## config.mk

```make
export PLATFORM = sky130hd
export DESIGN_NAME = seg7_scan_ctrl
export DESIGN_NICKNAME = d
export VERILOG_FILES = /design/src/rtl/seg7_pkg.sv /design/src/rtl/seg7_hex_decode.sv /design/src/rtl/seg7_scan_ctrl.sv
export SDC_FILE = /design/constraint.sdc
export NUM_CORES = 1
export LEC_CHECK = 0
export CAP_MARGIN = 20
export CORE_MARGIN = 1.5
export CORE_UTILIZATION = 68
export CTS_CLUSTER_DIAMETER = 60
export DETAILED_ROUTE_END_ITERATION = 16
export DONT_BUFFER_PORTS = 1
export PLACE_DENSITY = 0.88
export SLEW_MARGIN = 20
export SYNTH_ARGS = -nofsm -noshare
export SYNTH_HDL_FRONTEND = slang
export SYNTH_SLANG_ARGS = --single-unit
```

## constraint.sdc

```tcl
create_clock -name clk -period 10.5 [get_ports clk]
set_input_delay 2.625 -clock clk [delete_from_list [all_inputs] [get_ports clk]]
set_output_delay 2.625 -clock clk [all_outputs]
set_load 0.02 [all_outputs]
```

## src/rtl/seg7_pkg.sv

```systemverilog
// Shared definitions for the seven-segment scan controller: FSM encoding and
// abcdefg segment patterns (bit6 = a, 1 = lit).
package seg7_pkg;

    localparam int unsigned SEG_W = 7;

    typedef enum logic [1:0] {
        ST_IDLE  = 2'd0,
        ST_SHOW  = 2'd1,
        ST_BLANK = 2'd2
    } state_e;

    localparam logic [SEG_W-1:0] SEG_0     = 7'b1111110;
    localparam logic [SEG_W-1:0] SEG_1     = 7'b0110000;
    localparam logic [SEG_W-1:0] SEG_2     = 7'b1101101;
    localparam logic [SEG_W-1:0] SEG_3     = 7'b1111001;
    localparam logic [SEG_W-1:0] SEG_4     = 7'b0110011;
    localparam logic [SEG_W-1:0] SEG_5     = 7'b1011011;
    localparam logic [SEG_W-1:0] SEG_6     = 7'b1011111;
    localparam logic [SEG_W-1:0] SEG_7     = 7'b1110000;
    localparam logic [SEG_W-1:0] SEG_8     = 7'b1111111;
    localparam logic [SEG_W-1:0] SEG_9     = 7'b1111011;
    localparam logic [SEG_W-1:0] SEG_BLANK = 7'b0000000;

endpackage

```

## src/rtl/seg7_hex_decode.sv

```systemverilog
// Combinational BCD to abcdefg decoder; codes 10-15 are rendered all-off.
module seg7_hex_decode
    import seg7_pkg::*;
(
    input  logic [3:0]       code_i,
    output logic [SEG_W-1:0] seg_c
);

    always_comb begin
        seg_c = SEG_BLANK;
        case (code_i)
            4'd0:    seg_c = SEG_0;
            4'd1:    seg_c = SEG_1;
            4'd2:    seg_c = SEG_2;
            4'd3:    seg_c = SEG_3;
            4'd4:    seg_c = SEG_4;
            4'd5:    seg_c = SEG_5;
            4'd6:    seg_c = SEG_6;
            4'd7:    seg_c = SEG_7;
            4'd8:    seg_c = SEG_8;
            4'd9:    seg_c = SEG_9;
            default: seg_c = SEG_BLANK;
        endcase
    end

endmodule

```

## src/rtl/seg7_scan_ctrl.sv

```systemverilog
// Time-multiplexed 7-segment scan controller with double-buffered digits,
// per-position blanking guard, decimal points and leading-zero suppression.
module seg7_scan_ctrl
    import seg7_pkg::*;
#(
    parameter int unsigned DIGITS       = 8,
    parameter int unsigned SHOW_CYCLES  = 50000,
    parameter int unsigned BLANK_CYCLES = 500,
    parameter int unsigned CNT_W        = 16
) (
    input  logic                  clk,
    input  logic                  reset,
    input  logic                  enable,
    input  logic [4*DIGITS-1:0]   digit_data,
    input  logic [DIGITS-1:0]     dp_mask,
    input  logic                  lz_suppress,
    input  logic                  load,
    output logic [2:0]            seg7_sel,
    output logic [SEG_W-1:0]      seg7_out,
    output logic                  dpt_out,
    output logic                  frame_done
);

    localparam int unsigned       IDX_W      = 3;
    localparam logic [IDX_W-1:0]  IDX_LAST   = IDX_W'(DIGITS - 1);
    localparam logic [CNT_W-1:0]  SHOW_LAST  = CNT_W'(SHOW_CYCLES - 1);
    localparam logic [CNT_W-1:0]  BLANK_LAST = CNT_W'(BLANK_CYCLES - 1);

    state_e                   state_q, state_d;
    logic [CNT_W-1:0]         cnt_q, cnt_d;
    logic [IDX_W-1:0]         idx_q, idx_d;
    logic [DIGITS-1:0][3:0]   shadow_dig_q, shadow_dig_d;
    logic [DIGITS-1:0]        shadow_dp_q, shadow_dp_d;
    logic                     load_pend_q, load_pend_d;

    logic [2:0]               seg7_sel_q, seg7_sel_d;
    logic [SEG_W-1:0]         seg7_out_q, seg7_out_d;
    logic                     dpt_out_q, dpt_out_d;
    logic                     frame_done_q, frame_done_d;

    logic                     frame_end;
    logic                     capture;
    logic [3:0]               cur_nib;
    logic                     cur_dp;
    logic                     lz_blank;
    logic [SEG_W-1:0]         dec_seg;

    // Next-state, double-buffer capture and lookup of the digit about to be shown.
    always_comb begin
        state_d     = state_q;
        cnt_d       = cnt_q;
        idx_d       = idx_q;
        frame_end   = (state_q == ST_BLANK) && (cnt_q == BLANK_LAST) && (idx_q == IDX_LAST);

        case (state_q)
            ST_IDLE: begin
                cnt_d = '0;
                idx_d = '0;
                if (enable) state_d = ST_SHOW;
            end
            ST_SHOW: begin
                if (cnt_q == SHOW_LAST) begin
                    state_d = ST_BLANK;
                    cnt_d   = '0;
                end else begin
                    cnt_d = cnt_q + CNT_W'(1);
                end
            end
            ST_BLANK: begin
                if (cnt_q == BLANK_LAST) begin
                    state_d = ST_SHOW;
                    cnt_d   = '0;
                    idx_d   = (idx_q == IDX_LAST) ? '0 : idx_q + IDX_W'(1);
                end else begin
                    cnt_d = cnt_q + CNT_W'(1);
                end
            end
            default: state_d = ST_IDLE;
        endcase

        if (!enable) begin
            state_d = ST_IDLE;
            cnt_d   = '0;
            idx_d   = '0;
        end

        // Shadow only changes between frames (or while idle) so a frame never tears.
        capture      = (load || load_pend_q) && ((state_q == ST_IDLE) || frame_end);
        shadow_dig_d = capture ? digit_data : shadow_dig_q;
        shadow_dp_d  = capture ? dp_mask    : shadow_dp_q;
        load_pend_d  = capture ? 1'b0 : (load_pend_q | load);

        cur_nib  = 4'd0;
        cur_dp   = 1'b0;
        lz_blank = lz_suppress && (idx_d != '0);
        for (int unsigned j = 0; j < DIGITS; j++) begin
            if (idx_d == IDX_W'(j)) begin
                cur_nib = shadow_dig_d[j];
                cur_dp  = shadow_dp_d[j];
            end
            if ((IDX_W'(j) >= idx_d) && (shadow_dig_d[j] != 4'd0)) lz_blank = 1'b0;
        end
    end

    seg7_hex_decode u_decode (
        .code_i (cur_nib),
        .seg_c  (dec_seg)
    );

    // Outputs are registered from the next state so they line up with it.
    always_comb begin
        seg7_sel_d   = idx_d;
        seg7_out_d   = ((state_d == ST_SHOW) && !lz_blank) ? dec_seg : SEG_BLANK;
        dpt_out_d    = (state_d == ST_SHOW) && cur_dp;
        frame_done_d = (state_d == ST_BLANK) && (idx_d == IDX_LAST) && (cnt_d == BLANK_LAST);
    end

    always_ff @(posedge clk) begin
        if (reset) begin
            state_q      <= ST_IDLE;
            cnt_q        <= '0;
            idx_q        <= '0;
            shadow_dig_q <= '0;
            shadow_dp_q  <= '0;
            load_pend_q  <= 1'b0;
            seg7_sel_q   <= '0;
            seg7_out_q   <= SEG_BLANK;
            dpt_out_q    <= 1'b0;
            frame_done_q <= 1'b0;
        end else begin
            state_q      <= state_d;
            cnt_q        <= cnt_d;
            idx_q        <= idx_d;
            shadow_dig_q <= shadow_dig_d;
            shadow_dp_q  <= shadow_dp_d;
            load_pend_q  <= load_pend_d;
            seg7_sel_q   <= seg7_sel_d;
            seg7_out_q   <= seg7_out_d;
            dpt_out_q    <= dpt_out_d;
            frame_done_q <= frame_done_d;
        end
    end

    assign seg7_sel   = seg7_sel_q;
    assign seg7_out   = seg7_out_q;
    assign dpt_out    = dpt_out_q;
    assign frame_done = frame_done_q;

endmodule

```

==> results of run 1 <==
## critical path, stage by stage
cell	delay, ns
nor2_1	0.06
or3b_1	0.39
o32a_2	0.34
buf_4	0.33
mux2i_1	0.21
and2_1	0.20
a211oi_1	0.21
a211oi_1	0.07
a21oi_1	0.26
inv_1	0.16
ha_1	0.25
mux2_4	0.27
a21oi_1	0.14
nor2_1	0.05
## stage by stage
step / setup slack [ns] / hold WS [ns] / utilization [%] / cells / power (mW)
after detailed placement: 4.79 / 0.444 / 69.2 / 529 / 0.361
after CTS: 5.14 / 0.449 / 73.0 / 545 / 0.587
final: 5.13 / 0.448 / 73.0 / 545 / 0.586
after floorplan: 5.13 / 0.432 / - / 484 / 0.352
after global routing: 4.83 / 0.482 / 73.0 / 545 / 0.609
after global placement: 4.90 / 0.436 / 69.2 / 529 / 0.358
## layer usage
metal	GRT usage (%)	wire length, microns
met1	41.6	4000
met2	52.6	4470
met3	9.42	863
met4	12.1	173
met5	0	0
## flip-flops by register name, indices dropped and copies added (netlist names)
name / cells
cnt_q: 16
dpt_out: 1
frame_done: 1
load_pend_q: 1
seg7_out: 7
seg7_sel: 3
shadow_dig_q: 32
shadow_dp_q: 8
state_q: 2
## placed cells by master, fill, tap and decap left out, types with 3 or more instances in the layout
| cell | synthesis | routed |
|---|---|---|
| a211oi_1 | 5 | 5 |
| a22o_1 | 3 | 3 |
| clkbuf_8 | 0 | 12 |
| xnor2_1 | 6 | 6 |
| xor2_1 | 9 | 9 |
| nor2_1 | 69 | 69 |
| nand3_1 | 22 | 22 |
| nand4b_1 | 3 | 3 |
| mux2i_1 | 21 | 21 |
| o21ai_0 | 7 | 7 |
| and2_1 | 3 | 3 |
| nand2_1 | 80 | 80 |
| ha_1 | 9 | 9 |
| nand4_1 | 6 | 6 |
| a31oi_1 | 5 | 5 |
| a21oi_1 | 39 | 39 |
| nand2b_1 | 4 | 4 |
| nor4_1 | 15 | 15 |
| inv_1 | 4 | 4 |
| and3_1 | 5 | 5 |
| o41ai_1 | 3 | 3 |
| dfxtp_1 | 71 | 71 |
| nor3_1 | 12 | 12 |
| nor3b_1 | 5 | 5 |
## power groups by stage
| stage | Sequential (mW) | Clock [mW] | Combinational [mW] |
|---|---|---|---|
| final | 0.293 | 0.230 | 0.0638 |
| after global routing | 0.294 | 0.244 | 0.0710 |
| after CTS | 0.292 | 0.232 | 0.0633 |
| after detailed placement | 0.298 | 0 | 0.0626 |
| after global placement | 0.298 | 0 | 0.0605 |
| after floorplan | 0.296 | 0 | 0.0566 |
## synth_stat cells, types with 3 or more instances
| cell | number | area share, % |
|---|---|---|
| nand2_1 | 80 | 7.8 |
| dfxtp_1 | 71 | 37 |
| nor2_1 | 69 | 6.7 |
| a21oi_1 | 39 | 5.1 |
| nand3_1 | 22 | 2.8 |
| mux2i_1 | 21 | 5.4 |
| clkbuf_1 | 16 | 1.6 |
| nor4_1 | 15 | 2.4 |
| nor3_1 | 12 | 1.6 |
| ha_1 | 9 | 2.9 |
| xor2_1 | 9 | 2.0 |
| o21ai_0 | 7 | 0.91 |
| buf_6 | 6 | 1.7 |
| nand4_1 | 6 | 0.97 |
| xnor2_1 | 6 | 1.4 |
| a211oi_1 | 5 | 0.97 |
| a31oi_1 | 5 | 0.81 |
| and3_1 | 5 | 0.81 |
| buf_2 | 5 | 0.65 |
| nor3b_1 | 5 | 0.97 |
| inv_1 | 4 | 0.39 |
| nand2b_1 | 4 | 0.65 |
| a22o_1 | 3 | 0.68 |
| and2_1 | 3 | 0.49 |
| nand4b_1 | 3 | 0.68 |
| o32a_1 | 3 | 0.78 |
| o41ai_1 | 3 | 0.68 |
## path summary, 6_finish.rpt
path	start	endpoint	slack (ns)	depth (start not counted)
worst min-delay path	shadow_dp_q[5]	shadow_dp_q[5]	0.45	2
worst max-delay path	load	seg7_out[1]	5.13	14
worst max register to register	cnt_q[2]	seg7_out[1]	6.35	10
worst min register to register	shadow_dp_q[5]	shadow_dp_q[5]	0.45	2
## area by class of cell
| cell class | instances | area [sq um] | area share, % |
|---|---|---|---|
| tap | 72 | 90.1 | 2.24 |
| multi-input combinational | 380 | 2270 | 56.5 |
| clock inverter | 3 | 40.0 | 0.996 |
| sequential | 71 | 1420 | 35.3 |
| clock buffer | 13 | 169 | 4.20 |
| timing repair buffer | 2 | 15.0 | 0.373 |
| inverter | 4 | 15.0 | 0.373 |
## cells by family after synthesis
family | Yosys count
AO/OA/AOI/OAI | 89
XOR/XNOR | 15
adder cells (fa/ha/maj) | 9
buffers and inverters | 33
flip-flops | 71
multiplexers | 25
AND/OR/NAND/NOR | 242
==> impl_metrics.tcl, run 1 <==
set metrics [dict create \
    run_status "completed" \
    area_growth_pct 4.08 \
    placed_area_sq_um 3810 \
    initial_core_util_pct 70.2 \
    diodes 0 \
    post_cts_resized 0 \
    ys_types 62 \
    critPathCaptureType "register" \
    slew_headroom_pct 33.2 \
    period_needed_ns 5.37 \
    io_buffers 0 \
    hold_path_class "reg -> reg" \
    worst_pin_slew_ns 0.998 \
    rsz0062_at_grt "no" \
    post-dp-hpwl_microns 6660 \
    initialDrtViolationCount 331 \
    ys_seq_area_share_pct 36.8 \
    fin_nets 522 \
    synth_enable_flop_cells 0 \
    p_int_mw 0.437 \
    ant_nets 0 \
    fin_area_sq_um 4020 \
    slew_violations 0 \
    antenna_found_initial 0 \
    final_layout_size_suffix_gt1_share_pct 7.82 \
    gp_congestion 0.963 \
    clockBufferDepth 2 \
    leakage_nw 1.50 \
    skew_ns 0.00969 \
    drt_first_pass_iters 6 \
    cts_num_sinks 71 \
    crit_path_start_kind "input port" \
    setup_viol_count_final 0 \
    fill_cells 439 \
    cts-htree-levels 3 \
    fin_crit_sh_pct 51.1 \
    combPwrFrac_pct 10.9 \
    finalHoldViolCount 0 \
    synthMuxAreaShare_pct 7.09 \
    powerDensity_nw_per_um2 146 \
    p_clk_share_pct 39.2 \
    drt_wl_total_microns 9500 \
    post_drt_wl_per_cell_microns 17.4 \
    fp.dieH_microns 78.4 \
    clock_latency_ns 0.35 \
    grt_pass1_vias 3319 \
    fmax_mhz 186 \
    synth-xor-area-share_pct 3.40 \
    grt_max_degree 61 \
    synth-main-ff-cell "dfxtp_1" \
    netlist_instances 484 \
    required_ns 10.71 \
    synth_top_family_by_area "simple AND/OR/NAND/NOR gates" \
    mappedNetlistArea_sq_um 3860 \
    grt_use_total_pct 32.7 \
    drc_errors 0 \
    rows 27 \
    ys_async_sr_fraction_pct 0 \
    dieArea_sq_um 6140 \
    pin_count 57 \
    cts_tree "done" \
    dieWidth_microns 78.4 \
    numCtsBuffers 9 \
    cp.arrival_ns 5.58 \
    max_cap_viol_count 0 \
    net-switching-power_mw 0.149 \
    core_area_sq_um 5510 \
    overflow 0 \
    cp_max_fo 60 \
    totalNegativeSetupSlack_ns 0 \
    cts_setup_buffers 0 \
    synth_compound_area_share_pct 14.9 \
    synth-simple-area-share_pct 30.2 \
    cts.hold.buffers_added 0 \
    syn_area_per_cell_sq_um 7.98 \
    clockRootBuffer "clkbuf_8" \
    crit_type "in -> reg" \
    yosysWarnings 0 \
    sw_frac_of_total_pct 25.4 \
    grt_first_pass_wirelength_microns 15700 \
    sequentialPowerShare_pct 49.9 \
    synth_fa_ha_area_share_pct 2.91 \
    path_clk_slew_ns 0.07 \
    ys_seq_elements 71 \
    ir_worst_vdd_uv 117 \
    vias 3518 \
    avgViaCountPerCell 6.46 \
    syn_nets 538 \
]
No activity file was read; power rests on OpenSTA's default activity.
==> run 2: changes to the inputs <==
CORE_UTILIZATION = 57   (was 68)
PLACE_DENSITY = 0.79   (was 0.88)
clock period = 4.4 ns   (was 10.5 ns; I/O delays follow)
==> run 2 against run 1 <==
Compared with the run above:
- the run now ends with DRC left
- worst setup slack got worse by 4.6 ns
- clock power increased by 110%
- sequential power increased by 140%
- critical path type is now reg -> reg
- largest cell class unchanged
- largest power group unchanged
==> impl_metrics.tcl, run 2 (same netlist as run 1, synthesis figures left out) <==
set metrics [dict create \
    run_status "finished, violations left" \
    violations "DRC" \
    diodes 0 \
    finalHoldViolCount 0 \
    clockRootBuffer "clkbuf_8" \
    fin_hold_ws_ns 0.449 \
    seq_area_sq_um 1420 \
    ir_worst_vdd_uv 234 \
    dieArea_sq_um 7280 \
    cts-htree-levels 3 \
    combPwrFrac_pct 11.6 \
    cts.hold.buffers_added 0 \
    drt_first_pass_iters 12 \
    crit_path_end "seg7_out[1]" \
    rows 29 \
    fin_nets 525 \
    powerDensity_nw_per_um2 331 \
    sequentialPowerShare_pct 52.3 \
    p_clk_share_pct 36.1 \
    pre_cts_ws_ns 0.398 \
    dp_cells 537 \
    cp.arrival_ns 4.09 \
    ant_nets 0 \
    finalNonFillerCells 552 \
    cts_tree "done" \
    top_regs "shadow_dig_q x32, cnt_q x16, shadow_dp_q x8" \
    crit_type "reg -> reg" \
    core_area_sq_um 6460 \
    fill_cells 586 \
    r2r_end "seg7_out[1]" \
    pin_count 57 \
    crit_start "seg7_sel[0]" \
    period_needed_ns 3.86 \
    area_growth_pct 4.31 \
    cts_setup_buffers 0 \
    p_int_mw 0.989 \
    crit_path_start_kind "register" \
    initial_core_util_pct 59.8 \
    cts_num_sinks 71 \
    net-switching-power_mw 0.346 \
    final_util_pct 62.4 \
    sw_frac_of_total_pct 25.9 \
    fmax_mhz 259 \
    slew_headroom_pct 59.0 \
    fin_ws_ns 0.539 \
    fin_area_sq_um 4030 \
    grt_pass1_vias 3247 \
    regMostFlops "shadow_dig_q" \
    final_cell_mix "80 x nand2_1, 71 x dfxtp_1, 69 x nor2_1" \
    numCtsBuffers 9 \
    avgViaCountPerCell 6.29 \
    placed_area_sq_um 3850 \
    fin_crit_sh_pct 87.8 \
    slew_violations 0 \
    r2r-start "seg7_sel[0]" \
    leakage_nw 1.50 \
    dieWidth_microns 85.3 \
    grt_use_total_pct 27.4 \
    post_cts_resized 0 \
    skew_ns 0.0101 \
    rr_worst_depth 14 \
    path_clk_slew_ns 0.07 \
    largest_register_ffs 32 \
    vias 3471 \
    grt_first_pass_wirelength_microns 15800 \
    post-dp-hpwl_microns 6990 \
    cp_max_fo 17 \
    rrSetupSlack_ns 0.54 \
    gp_congestion 0.965 \
    hold_path_class "reg -> reg" \
    rsz0062_at_grt "no" \
    drt_wl_total_microns 9570 \
    io_buffers 0 \
    clock_latency_ns 0.36 \
    critPathCaptureType "register" \
    initialDrtViolationCount 253 \
    drc_errors 3 \
    post_drt_wl_per_cell_microns 17.3 \
    setup_viol_count_final 0 \
    clockBufferDepth 2 \
    layout_commonest_cell "nand2_1" \
    antenna_found_initial 0 \
    max_cap_viol_count 0 \
    totalNegativeSetupSlack_ns 0 \
    required_ns 4.63 \
    worst_pin_slew_ns 0.613 \
    multiInputGateArea_sq_um 2270 \
    final_layout_size_suffix_gt1_share_pct 7.79 \
    power_mw 1.34 \
    fp.dieH_microns 85.3 \
    grt_max_degree 46 \
    overflow 0 \
]
-- run 2: cell types whose count changed in the layout (fill, tap and decap cells not counted) --
cell	change
buf_4	+2
clkbuf_1	+2
clkinv_2	-2
buf_12	+1
bufinv_16	-1
-- run 2: worst min path at each step --
stage	cells past startpoint	slack [ns]	from	end
global route	2	0.48	shadow_dp_q[1]	shadow_dp_q[1]
finish	2	0.45	shadow_dp_q[1]	shadow_dp_q[1]
global placement	2	0.43	shadow_dig_q[3]	shadow_dig_q[3]
CTS	2	0.45	shadow_dp_q[1]	shadow_dp_q[1]
detailed placement	2	0.45	shadow_dp_q[0]	shadow_dp_q[0]
floorplan	2	0.43	shadow_dig_q[3]	shadow_dig_q[3]
-- run 2: critical path, cell delays in order, from the launching register on --
cell and delay (ns):
dfxtp_1 0.54, ha_1 0.23, ha_1 0.18, or3b_1 0.40, o32a_2 0.51, mux2i_1 0.20
and2_1 0.20, a211oi_1 0.27, a211oi_1 0.09, a21oi_1 0.26, inv_1 0.15, ha_1 0.24
mux2_4 0.27, a21oi_1 0.14, nor2_1 0.05
-- run 2: power by group through the flow --
stage          clock, mW  sequential [mW]  combinational, mW
2_1_floorplan          0            0.706              0.135
3_3_place_gp           0            0.712              0.149
3_5_place_dp           0            0.712              0.153
4_1_cts            0.485            0.698              0.153
5_1_grt            0.515            0.701              0.173
6_report           0.482            0.698              0.154
-- run 2: area by class of cell --
class	instances	area share [%]
sequential	71	35.3
tap	77	2.39
clock buffer	15	4.38
inverter	4	0.373
timing repair buffer	5	1.24
multi-input combinational	380	56.3
-- run 2: layer usage --
metal	track usage, %	up-vias	part of all wire (%)
met3	9.14	19	9.0
met2	44.0	155	47
met4	8.36	0	1.8
met5	0	-	0
li1	-	1684	-
met1	34.9	1613	42
